<file path="config.mk">
export PLATFORM = sky130hd
export DESIGN_NAME = mini68k_irq_ctrl
export DESIGN_NICKNAME = d
export VERILOG_FILES = /design/src/rtl/mini68k_pkg.sv /design/src/rtl/mini68k_ipl_sync.sv /design/src/rtl/mini68k_irq_ctrl.sv
export SDC_FILE = /design/constraint.sdc
export NUM_CORES = 1
export LEC_CHECK = 0
export CAP_MARGIN = 5
export CORE_ASPECT_RATIO = 1.4
export CORE_MARGIN = 5
export CORE_UTILIZATION = 25
export DETAILED_ROUTE_END_ITERATION = 10
export HOLD_SLACK_MARGIN = 0.08
export PLACE_DENSITY = 0.59
export SYNTH_ARGS = -nofsm -noshare
export SYNTH_HDL_FRONTEND = slang
export SYNTH_SLANG_ARGS = --single-unit
</file>
<file path="constraint.sdc">
create_clock -name clk -period 2.5 [get_ports clk]
set_input_delay 0.5 -clock clk [delete_from_list [all_inputs] [get_ports clk]]
set_output_delay 0.5 -clock clk [all_outputs]
set_load 0.02 [all_outputs]
</file>
<file path="src/rtl/mini68k_pkg.sv">
`default_nettype none
// ============================================================================
//  Module   : mini68k_pkg
//  Purpose  : Shared types and SR field positions for the Mini68k core blocks.
//  Revision : 1.0  initial release
// ============================================================================
package mini68k_pkg;

    typedef enum logic [1:0] {
        ST_IDLE   = 2'd0,
        ST_SAVE   = 2'd1,
        ST_SETSR  = 2'd2,
        ST_VECTOR = 2'd3
    } irq_state_e;

    localparam int SR_T        = 15;
    localparam int SR_S        = 13;
    localparam int SR_IMASK_HI = 10;
    localparam int SR_IMASK_LO = 8;
    localparam int SR_CCR_HI   = 4;
    localparam int SR_CCR_LO   = 0;

    localparam logic [2:0] NMI_LEVEL = 3'd7;

    // Exception-entry SR: supervisor on, trace off, mask raised to the taken
    // level; every other field (including the CCR) is carried over.
    function automatic logic [15:0] build_entry_sr(input logic [15:0] old_sr,
                                                   input logic [2:0]  level);
        logic [15:0] r;
        r                           = old_sr;
        r[SR_T]                     = 1'b0;
        r[SR_S]                     = 1'b1;
        r[SR_IMASK_HI:SR_IMASK_LO]  = level;
        r[SR_CCR_HI:SR_CCR_LO]      = old_sr[SR_CCR_HI:SR_CCR_LO];
        return r;
    endfunction

endpackage
`default_nettype wire

</file>
<file path="src/rtl/mini68k_ipl_sync.sv">
`default_nettype none
// ============================================================================
//  Module   : mini68k_ipl_sync
//  Purpose  : ipl_n synchronizer with a two-sample agreement filter and NMI
//             rising-edge detect.
//  Revision : 1.0  initial release
// ============================================================================
module mini68k_ipl_sync
    import mini68k_pkg::*;
#(
    parameter int SYNC_STAGES = 2
) (
    input  logic       clk,
    input  logic       rst_n,
    input  logic [2:0] ipl_n,
    output logic [2:0] lvl_q,
    output logic       nmi_edge
);

    logic [SYNC_STAGES-1:0][2:0] sync_q;
    logic [SYNC_STAGES-1:0][2:0] sync_d;
    logic [2:0]                  prev_q;
    logic [2:0]                  prev_d;
    logic [2:0]                  lvl_d;
    logic [2:0]                  samp;

    always_comb begin
        sync_d   = {sync_q[SYNC_STAGES-2:0], ipl_n};
        samp     = sync_q[SYNC_STAGES-1];
        prev_d   = samp;
        lvl_d    = lvl_q;
        // Only accept a level seen on two consecutive synchronized samples.
        if (samp == prev_q) begin
            lvl_d = ~samp;
        end
        nmi_edge = (lvl_d == NMI_LEVEL) && (lvl_q != NMI_LEVEL);
    end

    always_ff @(posedge clk or negedge rst_n) begin
        if (!rst_n) begin
            sync_q <= {SYNC_STAGES{3'b111}};
            prev_q <= 3'b111;
            lvl_q  <= 3'd0;
        end else begin
            sync_q <= sync_d;
            prev_q <= prev_d;
            lvl_q  <= lvl_d;
        end
    end

endmodule
`default_nettype wire

</file>
<file path="src/rtl/mini68k_irq_ctrl.sv">
`default_nettype none
// ============================================================================
//  Module   : mini68k_irq_ctrl
//  Purpose  : Interrupt entry controller: pending detection against the SR
//             mask, then stack old SR, write entry SR, issue autovector.
//  Revision : 1.0  initial release
// ============================================================================
module mini68k_irq_ctrl
    import mini68k_pkg::*;
#(
    parameter int SYNC_STAGES = 2,
    parameter int VECTOR_BASE = 24
) (
    input  logic        clk,
    input  logic        rst_n,
    input  logic [2:0]  ipl_n,
    input  logic [15:0] sr_cur,
    output logic        irq_pending,
    output logic [2:0]  irq_level,
    input  logic        irq_ack,
    output logic [15:0] saved_sr,
    output logic        stack_req,
    input  logic        stack_done,
    output logic [15:0] sr_wdata,
    output logic        sr_we,
    output logic [7:0]  vector_num,
    output logic        vector_valid,
    output logic        busy
);

    localparam logic [7:0] VEC_BASE8 = 8'(VECTOR_BASE);

    irq_state_e  state_q, state_d;
    logic [2:0]  cap_lvl_q, cap_lvl_d;
    logic [15:0] saved_sr_q, saved_sr_d;
    logic        nmi_lat_q, nmi_lat_d;
    logic [2:0]  lvl_q;
    logic        nmi_edge;

    mini68k_ipl_sync #(
        .SYNC_STAGES (SYNC_STAGES)
    ) u_ipl_sync (
        .clk      (clk),
        .rst_n    (rst_n),
        .ipl_n    (ipl_n),
        .lvl_q    (lvl_q),
        .nmi_edge (nmi_edge)
    );

    always_comb begin
        state_d      = state_q;
        cap_lvl_d    = cap_lvl_q;
        saved_sr_d   = saved_sr_q;
        nmi_lat_d    = nmi_lat_q;
        stack_req    = 1'b0;
        sr_we        = 1'b0;
        sr_wdata     = 16'h0000;
        vector_valid = 1'b0;
        vector_num   = 8'h00;

        irq_pending = (state_q == ST_IDLE) && (lvl_q != 3'd0) &&
                      ((lvl_q > sr_cur[SR_IMASK_HI:SR_IMASK_LO]) || nmi_lat_q);
        irq_level   = (state_q == ST_IDLE) ? lvl_q : cap_lvl_q;

        unique case (state_q)
            ST_IDLE: begin
                if (irq_ack && irq_pending) begin
                    cap_lvl_d  = lvl_q;
                    saved_sr_d = sr_cur;
                    state_d    = ST_SAVE;
                end
            end
            ST_SAVE: begin
                stack_req = 1'b1;
                if (stack_done) begin
                    state_d = ST_SETSR;
                end
            end
            ST_SETSR: begin
                sr_we    = 1'b1;
                sr_wdata = build_entry_sr(saved_sr_q, cap_lvl_q);
                if (cap_lvl_q == NMI_LEVEL) begin
                    nmi_lat_d = 1'b0;
                end
                state_d = ST_VECTOR;
            end
            ST_VECTOR: begin
                vector_valid = 1'b1;
                vector_num   = VEC_BASE8 + {5'd0, cap_lvl_q};
                state_d      = ST_IDLE;
            end
            default: state_d = ST_IDLE;
        endcase

        // A fresh NMI edge always re-arms the latch, even while clearing.
        if (nmi_edge) begin
            nmi_lat_d = 1'b1;
        end
    end

    always_ff @(posedge clk or negedge rst_n) begin
        if (!rst_n) begin
            state_q    <= ST_IDLE;
            cap_lvl_q  <= 3'd0;
            saved_sr_q <= 16'h0000;
            nmi_lat_q  <= 1'b0;
        end else begin
            state_q    <= state_d;
            cap_lvl_q  <= cap_lvl_d;
            saved_sr_q <= saved_sr_d;
            nmi_lat_q  <= nmi_lat_d;
        end
    end

    assign saved_sr = saved_sr_q;
    assign busy     = (state_q != ST_IDLE);

endmodule
`default_nettype wire

</file>
==> results of run 1 <==
## Yosys cell counts (2+ instances only)
master / instances / share of area (%)
buf_4: 8 / 3.5
mux2i_1: 2 / 1.2
nand3_1: 4 / 1.2
nand2_1: 2 / 0.43
ha_1: 7 / 5.1
nor3_1: 2 / 0.58
dfstp_2: 9 / 14
dfrtp_1: 25 / 36
a211oi_1: 2 / 0.87
mux2_2: 12 / 7.8
mux2_4: 10 / 8.7
xor2_1: 2 / 1.0
inv_1: 8 / 1.7
and2_1: 17 / 6.1
nor2_1: 4 / 0.87
## path summary, 6_finish.rpt
kind                       slack (ps)                            from                             end  depth (start not counted)
setup / recovery                   70          state_q[0]$_DFFE_PN0P_                    irq_level[1]                          5
hold / removal                    350  u_ipl_sync.sync_d[4]$_DFF_PN1_  u_ipl_sync.prev_d[1]$_DFF_PN1_                          0
setup reg to reg                  360   u_ipl_sync.lvl_q[1]$_DFF_PN0_        saved_sr[12]$_DFFE_PN0P_                          7
hold reg to reg                   350  u_ipl_sync.sync_d[4]$_DFF_PN1_  u_ipl_sync.prev_d[1]$_DFF_PN1_                          0
max in group asynchronous        1540                           rst_n  u_ipl_sync.sync_d[3]$_DFF_PN1_                          2
min in group asynchronous         620                           rst_n         saved_sr[1]$_DFFE_PN0P_                          2
## layout make-up
type	count	area (µm²)	share of cell area, %
clock inverter	1	5.00	0.187
timing repair buffer	77	773	28.8
inverter	9	33.8	1.26
sequential	34	862	32.1
clock buffer	7	86.3	3.22
multi-input combinational	86	803	29.9
tap	95	119	4.43
## stage by stage
stage               power [µW]  utilization (%)  setup slack, ps  std cells
floorplan                 2090                -              354        139
global placement          3010             37.1             -467        301
detailed placement        3020             37.1             -485        301
CTS                       3460             38.6            -59.5        309
global route              3640             39.2             11.7        309
finish                    3400             39.2             69.0        309
## kinds of logic after synthesis
kind of cell / after synthesis / share of synthesized area, %
AOI/OAI and AO/OA: 10 / 5.63
DFF: 34 / 49.7
buffers and inverters: 19 / 6.49
other: 1 / 0.216
xor gates and xnor gates: 3 / 1.52
and+or+nand+nor: 38 / 13.8
muxes: 24 / 17.6
adders and majority gates: 7 / 5.05
## worst max-delay path, stage by stage, from the launching register on
cell	delay, ps
dfrtp_1	400
inv_1	180
ha_2	280
buf_4	150
mux2_2	320
dlygate4sd2_1	320
## state kept, by name (all words and copies together), names as in the netlist
signal             cells
u_ipl_sync.prev_d      3
saved_sr              16
nmi_lat_q              1
u_ipl_sync.sync_d      3
u_ipl_sync.prev_q      3
cap_lvl_q              3
state_q                2
u_ipl_sync.lvl_q       3
## timing repair
item | in CTS | in global routing
setup buffers | 0 | 0
gates resized for setup | 13 | 13
endpoints found under the setup margin | 15 | 8
pin swaps | 0 | 3
## report_power, final
part | switching, µW | leakage [µW] | internal, µW
Sequential | 151 | 0.000386 | 760
Combinational | 983 | 0.000818 | 1090
Clock | 192 | 0.0000482 | 222
## metal layers
layer / share of wire (%) / GRT usage, % / up-vias / routed length, µm
met2: 52 / 16.9 / 42 / 2120
li1: - / - / 602 / -
met1: 39 / 11.6 / 581 / 1600
met5: 0 / 0 / - / 0
met3: 6.9 / 2.67 / 7 / 283
met4: 1.7 / 4.35 / 0 / 71
==> impl_metrics.env, run 1 <==
export IMPL_status="completed"
export IMPL_start_util_pct=25.3
export IMPL_via_count=1232
export IMPL_grt_start_max_net_pins=35
export IMPL_nets=243
export IMPL_path_max_fanout=5
export IMPL_cts_sinks=34
export IMPL_synthesis_area_um2=1730
export IMPL_die_area_um2=8730
export IMPL_arrival_ps=1930
export IMPL_netlist_instances=136
export IMPL_p_leak_uw=0.00125
export IMPL_ctsHoldBuffers=0
export IMPL_grt_ovfl_total=0
export IMPL_grt_usage_pct=9.96
export IMPL_htree_num_levels=2
export IMPL_cts_tree="yes"
export IMPL_min_path_type="flip-flop to flip-flop"
export IMPL_skew_ps=5.35
export IMPL_wl_per_cell_um=13.2
export IMPL_drtAntennaViolNets=0
export IMPL_ir_worst_vdd_v=0.000554
export IMPL_hold_ws_ps=353
export IMPL_core_um2=6850
export IMPL_period_minus_slack_ps=2430
export IMPL_place_area_um2=2540
export IMPL_clockRootBuffer="clkbuf_8"
export IMPL_rows=36
export IMPL_tns_ps=0
export IMPL_cp_start_kind="flip-flop"
export IMPL_synthToLayoutAreaGrowth_pct=54.7
export IMPL_power_density_nw_per_um2=1270
export IMPL_port_buffers=66
export IMPL_synth_main_ff_cell="dfrtp_1"
export IMPL_cts_buffer_depth=2
export IMPL_synth_warnings=0
export IMPL_n_fill_cell=712
export IMPL_clk_latency_ps=280
export IMPL_end_kind="output pin"
export IMPL_globalplace_congestion=0.726
export IMPL_hpwl_mm=3.08
export IMPL_final_cell_mix="clkdlybuf4s50_1, dfrtp_1, and2_1, mux2_2, buf_4"
export IMPL_final_common_cell="clkdlybuf4s50_1"
export IMPL_ios=71
export IMPL_antenna_found_initial=0
export IMPL_drive_gt1_share_pct=29.9
export IMPL_fmax_mhz=411
export IMPL_slew_viol_final=0
export IMPL_crit_type="flip-flop to output pin"
export IMPL_synth_edff_count=0
export IMPL_synth_avg_cell_area_um2=12.8
export IMPL_routed_via_density=3.99
export IMPL_synth_distinct_cells=37
export IMPL_async_reset_ff_share_pct=100
export IMPL_grt_pass1_vias=1357
export IMPL_setup_viol=0
export IMPL_grt_first_pass_wirelength_mm=6.67
export IMPL_clk_pin_slew_ps=70
export IMPL_cts_buffers=5
export IMPL_synth_seq_cells=34
export IMPL_finalHoldViolCount=0
export IMPL_stdcell_area_um2=2680
export IMPL_maxCapViolCount=0
export IMPL_first_pass_iters=4
export IMPL_initialDrtViolationCount=31
export IMPL_die_x_um=80.4
export IMPL_route_detailed_drc=0
export IMPL_antenna_cells=0
export IMPL_seq_area_frac_synth_pct=49.7
export IMPL_routed_wl_mm=4.07
export IMPL_period_share_pct=97.2
export IMPL_cp_data_required_time_ps=2000
export IMPL_die_h_um=109
export IMPL_grt_setup_unrepaired="no"
Note: power is estimated with default switching activity, not from simulation.
==> inputs of run 2 (changes only) <==
SKIP_LAST_GASP = 1   (was unset)
clock period = 2.7 ns   (was 2.5 ns; I/O delays follow)
==> run 2 against run 1 <==
  * Sequential power fell by 6.3%
  * Utilization down 0.86 points
  * Routed wire length down 1.4%
  * Cell area decreased by 2.2%
  * First-iteration DRC count decreased by 6.5%
  * Die area unchanged
  * Count of clock-buffer cells in the layout decreased by 1
  * Via count is 1.2% higher
  * Critical path type is now input pin to output pin
  * Critical endpoint is now irq_pending
  * Largest power group unchanged
  * Highest routed layer unchanged
==> impl_metrics.env, run 2 (synthesis results as in run 1) <==
export IMPL_nets=241
export IMPL_cts_buffers=5
export IMPL_arrival_ps=2080
export IMPL_synthToLayoutAreaGrowth_pct=51.3
export IMPL_antenna_found_initial=0
export IMPL_n_fill_cell=684
export IMPL_min_path_type="flip-flop to flip-flop"
export IMPL_route_detailed_drc=0
export IMPL_die_area_um2=8730
export IMPL_grt_start_max_net_pins=35
export IMPL_port_buffers=66
export IMPL_period_share_pct=97.2
export IMPL_first_pass_iters=4
export IMPL_globalplace_congestion=0.744
export IMPL_finalHoldViolCount=0
export IMPL_final_cell_mix="clkdlybuf4s50_1, dfrtp_1, and2_1, mux2_2, mux2_4"
export IMPL_power_density_nw_per_um2=1200
export IMPL_drive_gt1_share_pct=28.3
export IMPL_seq_area_um2=862
export IMPL_period_minus_slack_ps=2620
export IMPL_htree_num_levels=2
export IMPL_path_max_fanout=2
export IMPL_fmax_mhz=381
export IMPL_status="completed"
export IMPL_crit_type="input pin to output pin"
export IMPL_skew_ps=5.18
export IMPL_die_x_um=80.4
export IMPL_hpwl_mm=3.05
export IMPL_core_um2=6850
export IMPL_clk_latency_ps=290
export IMPL_grt_ovfl_total=0
export IMPL_cts_buffer_depth=2
export IMPL_ios=71
export IMPL_fin_util_pct=38.3
export IMPL_grt_pass1_vias=1319
export IMPL_wl_met2_mm=2.01
export IMPL_wirelength_met1_mm=1.70
export IMPL_routed_wl_mm=4.02
export IMPL_antenna_cells=0
export IMPL_grt_usage_pct=9.71
export IMPL_wl_per_cell_um=13.1
export IMPL_postCtsSetupBuffers=0
export IMPL_largest_reg_flops=16
export IMPL_rows=36
export IMPL_start_util_pct=25.3
export IMPL_clockRootBuffer="clkbuf_8"
export IMPL_maxCapViolCount=0
export IMPL_multi_input_area_um2=778
export IMPL_clk_pin_slew_ps=70
export IMPL_die_h_um=109
export IMPL_ir_worst_vdd_v=0.000479
export IMPL_grt_first_pass_wirelength_mm=6.49
export IMPL_final_common_cell="clkdlybuf4s50_1"
export IMPL_cp_data_required_time_ps=2160
export IMPL_stdcell_area_um2=2620
export IMPL_wl_met3_um=236
export IMPL_cp_start_kind="input pin"
export IMPL_place_area_um2=2530
export IMPL_routed_via_density=4.06
export IMPL_end_kind="output pin"
export IMPL_p_leak_uw=0.00110
export IMPL_cts_tree="yes"
export IMPL_dr_max_layer_used="met4"
export IMPL_initialDrtViolationCount=29
export IMPL_drtAntennaViolNets=0
export IMPL_via_count=1247
export IMPL_setup_viol=0
export IMPL_cts_sinks=34
export IMPL_slew_viol_final=0
==> run 2: cell types whose count changed in the layout (fill, tap and decap cells not counted), sizes merged <==
cell and change:
clkdlybuf4s50 +14, dlymetal6s2s -10, dlygate4sd2 -4, buf -2
clkbuf -1, clkinvlp +1
==> run 2: final cells by class <==
class	instances	area share (%)
Clock buffer	6	3.15
Clock inverter	2	0.477
Inverter	9	1.29
Multi-Input combinational cell	86	29.7
Sequential cell	34	32.9
Tap cell	95	4.53
Timing Repair Buffer	75	28.0
==> run 2: timing repair <==
action / 4_1_cts / 5_1_grt
hold buffers: 0 / 0
gates cloned: 0 / 0
resized for setup: 5 / 2
setup endpoints to repair: 5 / 1
==> run 2: path summary, 6_finish.rpt <==
| check | from | slack, ps | cells past startpoint | end |
|---|---|---|---|---|
| worst max-delay path | sr_cur[9] | 80 | 7 | irq_pending |
| worst min-delay path | u_ipl_sync.sync_d[4]$_DFF_PN1_ | 360 | 0 | u_ipl_sync.prev_d[1]$_DFF_PN1_ |
| worst max register to register | u_ipl_sync.lvl_q[0]$_DFF_PN0_ | 660 | 8 | saved_sr[2]$_DFFE_PN0P_ |
| worst min register to register | u_ipl_sync.sync_d[4]$_DFF_PN1_ | 360 | 0 | u_ipl_sync.prev_d[1]$_DFF_PN1_ |
| max in group asynchronous | rst_n | 1690 | 2 | u_ipl_sync.sync_d[4]$_DFF_PN1_ |
| min in group asynchronous | rst_n | 650 | 2 | saved_sr[1]$_DFFE_PN0P_ |
==> run 2: routing by layer <==
metal / up-vias / GRT usage (%)
met2: 43 / 15.5
met5: - / 0
met3: 6 / 2.75
met1: 604 / 11.9
met4: 0 / 4.71
li1: 594 / -
==> run 2: metrics by stage <==
step	TNS (ps)	hold WS [ps]	power, µW	cells	worst slack (ps)
2_1_floorplan	0	244	1930	139	514
3_3_place_gp	-352	346	2760	299	-352
3_5_place_dp	-352	347	2770	299	-352
4_1_cts	-42.1	357	3190	307	-42.1
5_1_grt	-18.0	358	3360	307	-18.0
6_report	0	356	3140	307	75.1
==> run 2: power breakdown <==
part	switching [µW]	total (µW)	internal, µW	leakage (µW)
Sequential	150	854	704	0.000386
Combinational	883	1890	1000	0.000664
Clock	191	395	205	0.0000472
==> run 2: critical path, stage by stage <==
cell and delay, ps:
clkdlybuf4s50_1 480, inv_1 50, ha_1 290, and2b_2 220
o41ai_4 260, nor3_2 80, buf_2 170
